===== config.mk =====
export PLATFORM = sky130hd
export DESIGN_NAME = mem_port_arbiter
export DESIGN_NICKNAME = d
export VERILOG_FILES = /design/src/rtl/mem_port_arbiter.sv
export SDC_FILE = /design/constraint.sdc
export NUM_CORES = 1
export LEC_CHECK = 0
export CAP_MARGIN = 5
export CORE_MARGIN = 8
export CORE_UTILIZATION = 29
export CTS_CLUSTER_DIAMETER = 40
export DETAILED_ROUTE_END_ITERATION = 7
export PLACE_DENSITY = 0.63
export SLEW_MARGIN = 30
export SYNTH_ARGS = -nofsm -noshare
export SYNTH_HDL_FRONTEND = slang
export SYNTH_SLANG_ARGS = --single-unit

===== constraint.sdc =====
create_clock -name clk -period 3.06 [get_ports clk]
set_clock_uncertainty 0.2 [all_clocks]
set_input_delay 0.765 -clock clk [delete_from_list [all_inputs] [get_ports clk]]
set_output_delay 0.765 -clock clk [all_outputs]
set_load 0.02 [all_outputs]

===== src/rtl/mem_port_arbiter.sv =====
// -----------------------------------------------------------------------------
// mem_port_arbiter
//
// Shares one single-ported SRAM between the fetch stage (read-only port) and
// the memory stage (load/store port). Grants one requester at a time, runs a
// fixed-latency SRAM access with the chip enable held for ACCESS_CYCLES
// cycles, then returns a registered one-cycle acknowledge plus the raw word.
// Byte-lane extraction and sign extension stay in the memory stage.
//
// Parameters
//   ACCESS_CYCLES  cycles ram_ce is held before ram_rdata is valid (1..15)
//
// Ports
//   clk, rst                      clock; asynchronous active-low reset
//   inst_req/inst_addr            fetch read request, held until inst_ack
//   inst_ack/inst_rdata           one-cycle ack, fetched word (held)
//   flush                         cancels delivery of an in-flight fetch
//   data_req/we/addr/sel/wdata    memory-stage load/store request
//   data_ack/data_rdata           one-cycle ack, loaded word (held)
//   pause_if/pause_mem            request pending and not yet acknowledged
//   ram_ce/we/addr/sel/wdata      registered SRAM command outputs
//   ram_rdata                     SRAM read data, sampled in the last cycle
//
// Latency: a request sampled in IDLE at cycle N drives ram_ce in cycles
// N+1..N+ACCESS_CYCLES and is acknowledged in cycle N+ACCESS_CYCLES+1.
// -----------------------------------------------------------------------------
module mem_port_arbiter #(
  parameter int unsigned ACCESS_CYCLES = 2
) (
  input  logic        clk,
  input  logic        rst,
  // fetch port
  input  logic        inst_req,
  input  logic [31:0] inst_addr,
  output logic        inst_ack,
  output logic [31:0] inst_rdata,
  input  logic        flush,
  // memory-stage port
  input  logic        data_req,
  input  logic        data_we,
  input  logic [31:0] data_addr,
  input  logic [3:0]  data_sel,
  input  logic [31:0] data_wdata,
  output logic        data_ack,
  output logic [31:0] data_rdata,
  // pipeline stalls
  output logic        pause_if,
  output logic        pause_mem,
  // SRAM
  output logic        ram_ce,
  output logic        ram_we,
  output logic [31:0] ram_addr,
  output logic [3:0]  ram_sel,
  output logic [31:0] ram_wdata,
  input  logic [31:0] ram_rdata
);

  typedef enum logic {
    IDLE = 1'b0,
    BUSY = 1'b1
  } state_t;

  typedef enum logic {
    OWN_INST = 1'b0,
    OWN_DATA = 1'b1
  } owner_t;

  // The counter is loaded with ACCESS_CYCLES-1 on grant and the access
  // finishes in the BUSY cycle where it reads zero, giving exactly
  // ACCESS_CYCLES cycles of ram_ce.
  localparam logic [3:0] CNT_LOAD = 4'(ACCESS_CYCLES - 1);

  state_t      state_reg, state_next;
  owner_t      owner_reg, owner_next;
  owner_t      last_grant_reg, last_grant_next;
  logic [3:0]  cnt_reg, cnt_next;
  logic        cancel_reg, cancel_next;

  logic        ram_ce_reg, ram_ce_next;
  logic        ram_we_reg, ram_we_next;
  logic [31:0] ram_addr_reg, ram_addr_next;
  logic [3:0]  ram_sel_reg, ram_sel_next;
  logic [31:0] ram_wdata_reg, ram_wdata_next;

  logic        inst_ack_reg, inst_ack_next;
  logic        data_ack_reg, data_ack_next;
  logic [31:0] inst_rdata_reg, inst_rdata_next;
  logic [31:0] data_rdata_reg, data_rdata_next;

  logic        inst_elig;
  logic        data_elig;
  logic        grant_inst;
  logic        grant_data;

  // A requester that is being acknowledged this cycle still holds its req
  // high; masking it here keeps the same request from being granted twice.
  assign inst_elig = inst_req & ~inst_ack_reg;
  assign data_elig = data_req & ~data_ack_reg;

  // On a tie the port that did not win last time gets the SRAM.
  always_comb begin
    grant_data = data_elig & (~inst_elig | (last_grant_reg == OWN_INST));
    grant_inst = inst_elig & ~grant_data;
  end

  // State register
  always_ff @(posedge clk or negedge rst) begin
    if (!rst) begin
      state_reg      <= IDLE;
      owner_reg      <= OWN_INST;
      last_grant_reg <= OWN_INST;
      cnt_reg        <= 4'd0;
      cancel_reg     <= 1'b0;
      ram_ce_reg     <= 1'b0;
      ram_we_reg     <= 1'b0;
      ram_addr_reg   <= 32'd0;
      ram_sel_reg    <= 4'd0;
      ram_wdata_reg  <= 32'd0;
      inst_ack_reg   <= 1'b0;
      data_ack_reg   <= 1'b0;
      inst_rdata_reg <= 32'd0;
      data_rdata_reg <= 32'd0;
    end else begin
      state_reg      <= state_next;
      owner_reg      <= owner_next;
      last_grant_reg <= last_grant_next;
      cnt_reg        <= cnt_next;
      cancel_reg     <= cancel_next;
      ram_ce_reg     <= ram_ce_next;
      ram_we_reg     <= ram_we_next;
      ram_addr_reg   <= ram_addr_next;
      ram_sel_reg    <= ram_sel_next;
      ram_wdata_reg  <= ram_wdata_next;
      inst_ack_reg   <= inst_ack_next;
      data_ack_reg   <= data_ack_next;
      inst_rdata_reg <= inst_rdata_next;
      data_rdata_reg <= data_rdata_next;
    end
  end

  // Next-state and next-output logic
  always_comb begin
    state_next      = state_reg;
    owner_next      = owner_reg;
    last_grant_next = last_grant_reg;
    cnt_next        = cnt_reg;
    cancel_next     = cancel_reg;
    ram_ce_next     = ram_ce_reg;
    ram_we_next     = ram_we_reg;
    ram_addr_next   = ram_addr_reg;
    ram_sel_next    = ram_sel_reg;
    ram_wdata_next  = ram_wdata_reg;
    inst_ack_next   = 1'b0;
    data_ack_next   = 1'b0;
    inst_rdata_next = inst_rdata_reg;
    data_rdata_next = data_rdata_reg;

    unique case (state_reg)
      IDLE: begin
        cancel_next = 1'b0;
        if (grant_inst) begin
          state_next      = BUSY;
          owner_next      = OWN_INST;
          last_grant_next = OWN_INST;
          cnt_next        = CNT_LOAD;
          ram_ce_next     = 1'b1;
          ram_we_next     = 1'b0;
          ram_addr_next   = inst_addr;
          ram_sel_next    = 4'b1111;
          ram_wdata_next  = 32'd0;
          // A flush in the grant cycle already kills this fetch's delivery.
          cancel_next     = flush;
        end else if (grant_data) begin
          state_next      = BUSY;
          owner_next      = OWN_DATA;
          last_grant_next = OWN_DATA;
          cnt_next        = CNT_LOAD;
          ram_ce_next     = 1'b1;
          ram_we_next     = data_we;
          ram_addr_next   = data_addr;
          ram_sel_next    = data_sel;
          ram_wdata_next  = data_wdata;
        end
      end

      BUSY: begin
        // The SRAM access always runs to completion; flush only decides
        // whether a fetch result is handed back.
        if ((owner_reg == OWN_INST) && flush) begin
          cancel_next = 1'b1;
        end
        if (cnt_reg == 4'd0) begin
          state_next  = IDLE;
          ram_ce_next = 1'b0;
          ram_we_next = 1'b0;
          cancel_next = 1'b0;
          if (owner_reg == OWN_INST) begin
            if (!(cancel_reg || flush)) begin
              inst_ack_next   = 1'b1;
              inst_rdata_next = ram_rdata;
            end
          end else begin
            data_ack_next   = 1'b1;
            data_rdata_next = ram_rdata;
          end
        end else begin
          cnt_next = cnt_reg - 4'd1;
        end
      end

      default: begin
        state_next = IDLE;
      end
    endcase
  end

  assign inst_ack   = inst_ack_reg;
  assign inst_rdata = inst_rdata_reg;
  assign data_ack   = data_ack_reg;
  assign data_rdata = data_rdata_reg;

  assign ram_ce    = ram_ce_reg;
  assign ram_we    = ram_we_reg;
  assign ram_addr  = ram_addr_reg;
  assign ram_sel   = ram_sel_reg;
  assign ram_wdata = ram_wdata_reg;

  assign pause_if  = inst_req & ~inst_ack_reg;
  assign pause_mem = data_req & ~data_ack_reg;

endmodule


==> results of run 1 <==
path summary, 6_finish.rpt:
path                             endpoint  cells after the start
hold reg to reg                    ram_ce                      2
setup / recovery                pause_mem                      4
hold / removal              ram_wdata[11]                      1
max in group asynchronous    ram_wdata[2]                      2
setup reg to reg           data_rdata[18]                      5
min in group clk                   ram_ce                      2
worst max-delay path, delay by kind of cell:
kind,cells,cell delay (ps)
buffers and inverters,3,1120
and+or+nand+nor,1,70
Yosys cell counts:
library cell | instances | area (um2)
sky130_fd_sc_hd__mux2_2 | 35 | 394
sky130_fd_sc_hd__a21oi_1 | 66 | 330
sky130_fd_sc_hd__a21o_1 | 1 | 7.51
sky130_fd_sc_hd__nor2_1 | 33 | 124
sky130_fd_sc_hd__dfrtp_1 | 143 | 3580
sky130_fd_sc_hd__nor3_1 | 1 | 5.00
sky130_fd_sc_hd__inv_1 | 6 | 22.5
sky130_fd_sc_hd__nand2_1 | 42 | 158
sky130_fd_sc_hd__nor4_1 | 1 | 6.26
sky130_fd_sc_hd__o21ai_0 | 1 | 5.00
sky130_fd_sc_hd__buf_2 | 1 | 5.00
sky130_fd_sc_hd__or4_1 | 1 | 7.51
sky130_fd_sc_hd__and2b_1 | 1 | 7.51
sky130_fd_sc_hd__o22ai_1 | 2 | 12.5
sky130_fd_sc_hd__mux2_4 | 29 | 435
sky130_fd_sc_hd__o21ai_1 | 1 | 5.00
sky130_fd_sc_hd__mux2i_1 | 2 | 20.0
sky130_fd_sc_hd__nand2b_1 | 4 | 25.0
sky130_fd_sc_hd__clkbuf_1 | 26 | 97.6
sky130_fd_sc_hd__ha_1 | 2 | 25.0
sky130_fd_sc_hd__nor3b_2 | 1 | 12.5
sky130_fd_sc_hd__nand3_1 | 2 | 10.0
sky130_fd_sc_hd__o22a_1 | 4 | 35.0
sky130_fd_sc_hd__a22o_1 | 33 | 289
sky130_fd_sc_hd__buf_6 | 3 | 33.8
sky130_fd_sc_hd__o21a_1 | 1 | 7.51
layer usage:
layer  wire [um]  share of wire, %
met1        7040                38
met5           0                 0
met4         510               2.8
met2        9350                51
met3        1450               7.9
through the flow:
| stage | power [mW] | setup TNS [ps] | hold WS [ps] | cell area [um2] |
|---|---|---|---|---|
| 2_1_floorplan | 5.88 | 0 | 266 | 5660 |
| 3_3_place_gp | 8.39 | -50.6 | 269 | 8820 |
| 3_5_place_dp | 8.52 | -28.2 | 284 | 8820 |
| 4_1_cts | 10.9 | 0 | 77.5 | 9500 |
| 5_1_grt | 11.4 | 0 | 90.5 | 9500 |
| 6_report | 10.8 | 0 | 71.4 | 9500 |
layout make-up:
type                            instances  area share [%]
Clock inverter                         13            2.35
Multi-Input combinational cell        263            20.5
Sequential cell                       143            37.7
Tap cell                              265            3.49
Clock buffer                           19            4.77
Timing Repair Buffer                  290            31.0
Inverter                                6           0.237
what timing repair did:
item                                    CTS  global route
endpoints found under the setup margin    1             0
setup buffers                             0             0
gates resized for setup                   1             0
kinds of logic after synthesis:
family,after synthesis
AO/OA/AOI/OAI,109
multiplexers,66
flip-flops,143
AND/OR/NAND/NOR,86
adder cells (fa/ha/maj),2
buffers and inverters,36
power by group through the flow:
stage	combinational, mW	clock [mW]	sequential, mW
after global routing	5.37	2.51	3.50
after floorplan	1.50	0	4.39
final	5.06	2.36	3.38
after CTS	5.14	2.43	3.39
after global placement	5.04	0	3.35
after detailed placement	5.12	0	3.39
==> metrics.txt, run 1 <==
outcome finished, final reports clean; average routed wire per standard cell 18.4 um; compound-cell area share of the yosys netlist 12.2%; initial core utilization 29.3%; internal power 6.94 mW; Most Used Layer, Global Route met2; antenna diode instance count 0; Layout fillers 1693; main combinational cell family by area after synthesis multiplexers; GR Overflow Total 0; Clock Power Share 21.8%; simple-gate portion of the synthesized area around 6.3%; Layout Area Growth over Synthesis 67.8%; Clock Latency Late Sink 410 ps; worst reg-to-reg setup slack 450 ps; drt first pass iters 4; number of pins with negative max-slew slack in the final report 0; number of global-route vias before repair 5039; cell at the root of the clock tree sky130_fd_sc_hd__clkbuf_16; Final Hold Fails 0; cell count after synthesis 442; power per unit of standard cell area 1140 nW/um2; number of placed instances with taps included between 900 and 1000; Iter 0 DRT Violations 183; CP arrival 1960 ps; layout cells sized above 1 approximately 16%; upper clock frequency limit 342 MHz; Detailed Place HPWL 13700 um; worst path cell trace clkdlybuf4s50_1 > nand2b_1 > inv_1 > clkdlybuf4s50_1; Tot GR Track Use between 10% and 20%; pin count of the biggest net entering global routing 65; most frequent standard cell in the layout excluding fill and tap cells sky130_fd_sc_hd__clkdlybuf4s50_1; Net count, final about 860; portion of the post-synthesis area used by sequential elements between 60% and 70%; Setup Slack @ Placement -28.2 ps; overall die height 156 um; type of the setup path with the least slack input pin to primary output; Mapped Nets between 500 and 600; routing usage on met2 25.9%; shortest period the worst path allows 2920 ps; worst setup path start data_req; TritonCTS clock tree built; number of setup violations in the final report 0; non-filler cells, final 999; power spent charging and discharging nets 3.86 mW; footprint of the multi-input gates 1950 um2; number of synthesis warnings 0; clock sinks around 140; Vias 4587; placement row count 51; Max-Cap Viols 0; Comb power frac a little under half; buffers added on ports roughly 280; cell repeated most along the worst path sky130_fd_sc_hd__clkdlybuf4s50_1; type of destination of the critical path primary output; cts bufs inserted 17; global-route wire length before repair 28600 um; Syn Std Cell Area 5660 um2; post-detailed-routing wire length 18400 um; commonest non-fill, non-tap cells in the layout sky130_fd_sc_hd__clkdlybuf4s50_1 (273), sky130_fd_sc_hd__dfrtp_1 (143), sky130_fd_sc_hd__a21oi_1 (65), sky130_fd_sc_hd__nand2_1 (42), sky130_fd_sc_hd__mux2_2 (35); maximum level of the CTS H-tree 4; remaining design rule violation count 0; Antenna Violating Nets Remaining 0; XOR/XNOR share of the synthesized area 0%; Util after Layout 49.1%; switching power as a share of total power 35.7%; LEAKAGE 4.16 nW; post-synthesis adder-cell area fraction 0.442%; average footprint of a synthesized cell 12.8 um2; Die ar. 24200 um2; GR met1 Demand/Resource 16.6%; core area 19300 um2; Final GP Congestion 0.806; part of the cycle the worst path needs 95.5%; largest stage delay on the critical path 600 ps; measured slew at the worst slew-check pin 956 ps; launching element type of the critical path input pin; Required @ worst endpoint roughly 2100 ps; Relative slew margins between 30% and 40%; register area 3580 um2; largest buffer count on any clock path 2; worst reg2reg startpoint cnt_reg[0]; clock slew at reported path FFs 60 ps; synth unique cells 26; ratio of routed vias to standard cells 4.59; cts-stage hold buffer count 0; IO Count approximately 280; maximum fanout count along the critical path 2; routing usage on met3 5.84%; Final WS setup 138 ps; Yosys reg bits ~140; antenna violations before repair 0; slowest library cell on the worst path sky130_fd_sc_hd__clkdlybuf4s50_1; RSZ-0062 raised after global routing false; Max rail drop VDD 0.458 mV; multiplexer fraction of the synthesized cell area 15.0%; sequential cell fraction of total power between 30% and 40%; Die Span X 156 um; min-delay worst type input pin to asynchronous set/reset pin
No activity file was read; power rests on OpenSTA's default activity.
==> run 2, diff against run 1 <==
--- a/config.mk
+++ b/config.mk
@@ -5,7 +5,8 @@
 export SDC_FILE = /design/constraint.sdc
 export NUM_CORES = 1
 export LEC_CHECK = 0
-export CAP_MARGIN = 5
+export CAP_MARGIN = 10
+export CORE_ASPECT_RATIO = 0.75
 export CORE_MARGIN = 8
 export CORE_UTILIZATION = 29
 export CTS_CLUSTER_DIAMETER = 40
==> run 2 against run 1 <==
Against the previous run: worst setup slack lost 4.9 ps; non-clock buffer count is 2 lower; via count is 2.4% lower; cell count down 1.6%; hold slack worse by 41 ps; sequential power about the same; register-to-register slack is essentially flat; critical path depth is the same; global-route usage shrank 0.85 points; flip-flop and latch count is the same; clock power down 13%; routed wire length down 4.0%.
==> metrics.txt, run 2 (same netlist as run 1, synthesis figures left out) <==
outcome finished, final reports clean; launching element type of the critical path input pin; Tot GR Track Use 14.3%; Net count, final 859; RSZ-0062 raised after global routing false; layout cells sized above 1 15.5%; Detailed Place HPWL about 13000 um; Final GP Congestion 0.817; cell repeated most along the worst path sky130_fd_sc_hd__clkdlybuf4s50_1; switching power as a share of total power 36.0%; cts bufs inserted 17; most frequent standard cell in the layout excluding fill and tap cells sky130_fd_sc_hd__clkdlybuf4s50_1; type of the setup path with the least slack input pin to primary output; post-detailed-routing wire length 17600 um; number of setup violations in the final report 0; kind of cell with the highest combined delay on the critical path buffers and inverters; shortest period the worst path allows around 2900 ps; number of global-route vias before repair 5007; maximum level of the CTS H-tree 4; antenna violations before repair 0; cts-stage hold buffer count 0; measured slew at the worst slew-check pin between 500 and 600 ps; number of pins with negative max-slew slack in the final report 0; Clock Power Share 19.8%; global-route wire length before repair between 20000 and 30000 um; core area roughly 19000 um2; TritonCTS clock tree built; Antenna Violating Nets Remaining 0; type of destination of the critical path primary output; clock sinks 143; Layout fillers 1692; GR Overflow Total 0; Vias 4475; part of the cycle the worst path needs 95.6%; maximum fanout count along the critical path 2; worst reg2reg startpoint cnt_reg[0]; Critical R2R Capture inst_rdata[4]; power spent charging and discharging nets 3.75 mW; buffers added on ports 275; upper clock frequency limit approximately 340 MHz; initial core utilization 29.4%; internal power about 6.7 mW; Layout Area Growth over Synthesis 64.8%; post-cts sizing count 0; setup repair bufs after CTS 0; power per unit of standard cell area approximately 1100 nW/um2; worst reg-to-reg setup slack 460 ps; Die ar. between 20000 and 25000 um2; depth of the most critical reg-to-reg path 7; IO Count 276; Max-Cap Viols 0; sequential cell fraction of total power 32.3%; Util after Layout 48.4%; ratio of routed vias to standard cells 4.55; Comb power frac 47.9%; Relative slew margins between 60% and 70%; cell at the root of the clock tree sky130_fd_sc_hd__clkbuf_16; buffers and inverters on the worst path 3; Die Span X 177 um; min-delay worst type input pin to asynchronous set/reset pin; placement row count 44; slowest library cell on the worst path sky130_fd_sc_hd__clkdlybuf4s50_1; pin count of the biggest net entering global routing 67; largest buffer count on any clock path 2; CP arrival 1960 ps; Required @ worst endpoint approximately 2100 ps; average routed wire per standard cell 17.9 um; clock slew at reported path FFs 60 ps; antenna diode instance count 0; largest stage delay on the critical path 600 ps; worst path cell trace clkdlybuf4s50_1 > nand2b_1 > inv_1 > clkdlybuf4s50_1; post-route setup TNS 0 ps; commonest non-fill, non-tap cells in the layout sky130_fd_sc_hd__clkdlybuf4s50_1 (274), sky130_fd_sc_hd__dfrtp_1 (143), sky130_fd_sc_hd__a21oi_1 (65), sky130_fd_sc_hd__nand2_1 (42), sky130_fd_sc_hd__mux2_2 (35); Max rail drop VDD 0.526 mV; Iter 0 DRT Violations 200; drt first pass iters 6; overall die height roughly 140 um; LEAKAGE 4.08 nW; Clock Latency Late Sink approximately 400 ps; Final Hold Fails 0; remaining design rule violation count 0
run 2: cell count changes in the layout (fill, tap and decap cells not counted), moves of 2 or more:
cell                         before  now
sky130_fd_sc_hd__buf_12           6    2
sky130_fd_sc_hd__buf_4            9   11
sky130_fd_sc_hd__bufinv_16        5    3
sky130_fd_sc_hd__clkbuf_1         0    2
sky130_fd_sc_hd__clkinv_2         0    2
sky130_fd_sc_hd__clkinvlp_4       0    3
sky130_fd_sc_hd__inv_6            5    0
run 2: power by group through the flow:
stage | registers [mW] | logic (mW) | clock network, mW
2_1_floorplan | 4.39 | 1.50 | 0
3_3_place_gp | 3.34 | 4.97 | 0
3_5_place_dp | 3.38 | 5.05 | 0
4_1_cts | 3.37 | 5.06 | 2.13
5_1_grt | 3.49 | 5.32 | 2.21
6_report | 3.37 | 4.99 | 2.06
run 2: per-layer routing:
layer	global-route usage (%)	wire length, um
met1	15.9	7070
met2	24.1	8430
met3	6.37	1860
met4	4.67	251
met5	0	0
run 2: area by class of cell:
type | instances | area, um2 | share of cell area [%]
sequential | 143 | 3580 | 38.4
clock buffer | 20 | 447 | 4.79
multi-input combinational | 263 | 1950 | 20.9
clock inverter | 10 | 140 | 1.50
inverter | 6 | 22.5 | 0.241
tap | 253 | 317 | 3.39
timing repair buffer | 288 | 2880 | 30.8
run 2: worst max path at each step:
stage	from	to	slack, ps	cells after the start
after global placement	inst_req	pause_if	130	4
after global routing	inst_req	pause_if	100	4
after detailed placement	inst_req	pause_if	130	4
after CTS	inst_req	pause_if	130	4
after floorplan	cnt_reg[0]	inst_rdata[10]	860	8
final	inst_req	pause_if	130	4
run 2: metrics by stage:
step / hold slack, ps / setup WS [ps] / cell area [um2] / total power, mW / std cells
after floorplan: 266 / 860 / 5660 / 5.88 / 442
after global placement: 265 / 132 / 8730 / 8.31 / 953
after detailed placement: 265 / 128 / 8730 / 8.42 / 953
after CTS: 22.2 / 128 / 9320 / 10.6 / 983
after global routing: 27.7 / 95.3 / 9330 / 11.0 / 983
final: 30.8 / 133 / 9330 / 10.4 / 983
==> run 3, diff against run 2 <==
--- a/config.mk
+++ b/config.mk
@@ -5,6 +5,7 @@
 export SDC_FILE = /design/constraint.sdc
 export NUM_CORES = 1
 export LEC_CHECK = 0
+export ABC_CLOCK_PERIOD_IN_PS = 3060
 export CAP_MARGIN = 10
 export CORE_ASPECT_RATIO = 0.75
 export CORE_MARGIN = 8
==> results of run 3 <==
Same layout as run 2: the final DEF is identical, and so are final timing and power.
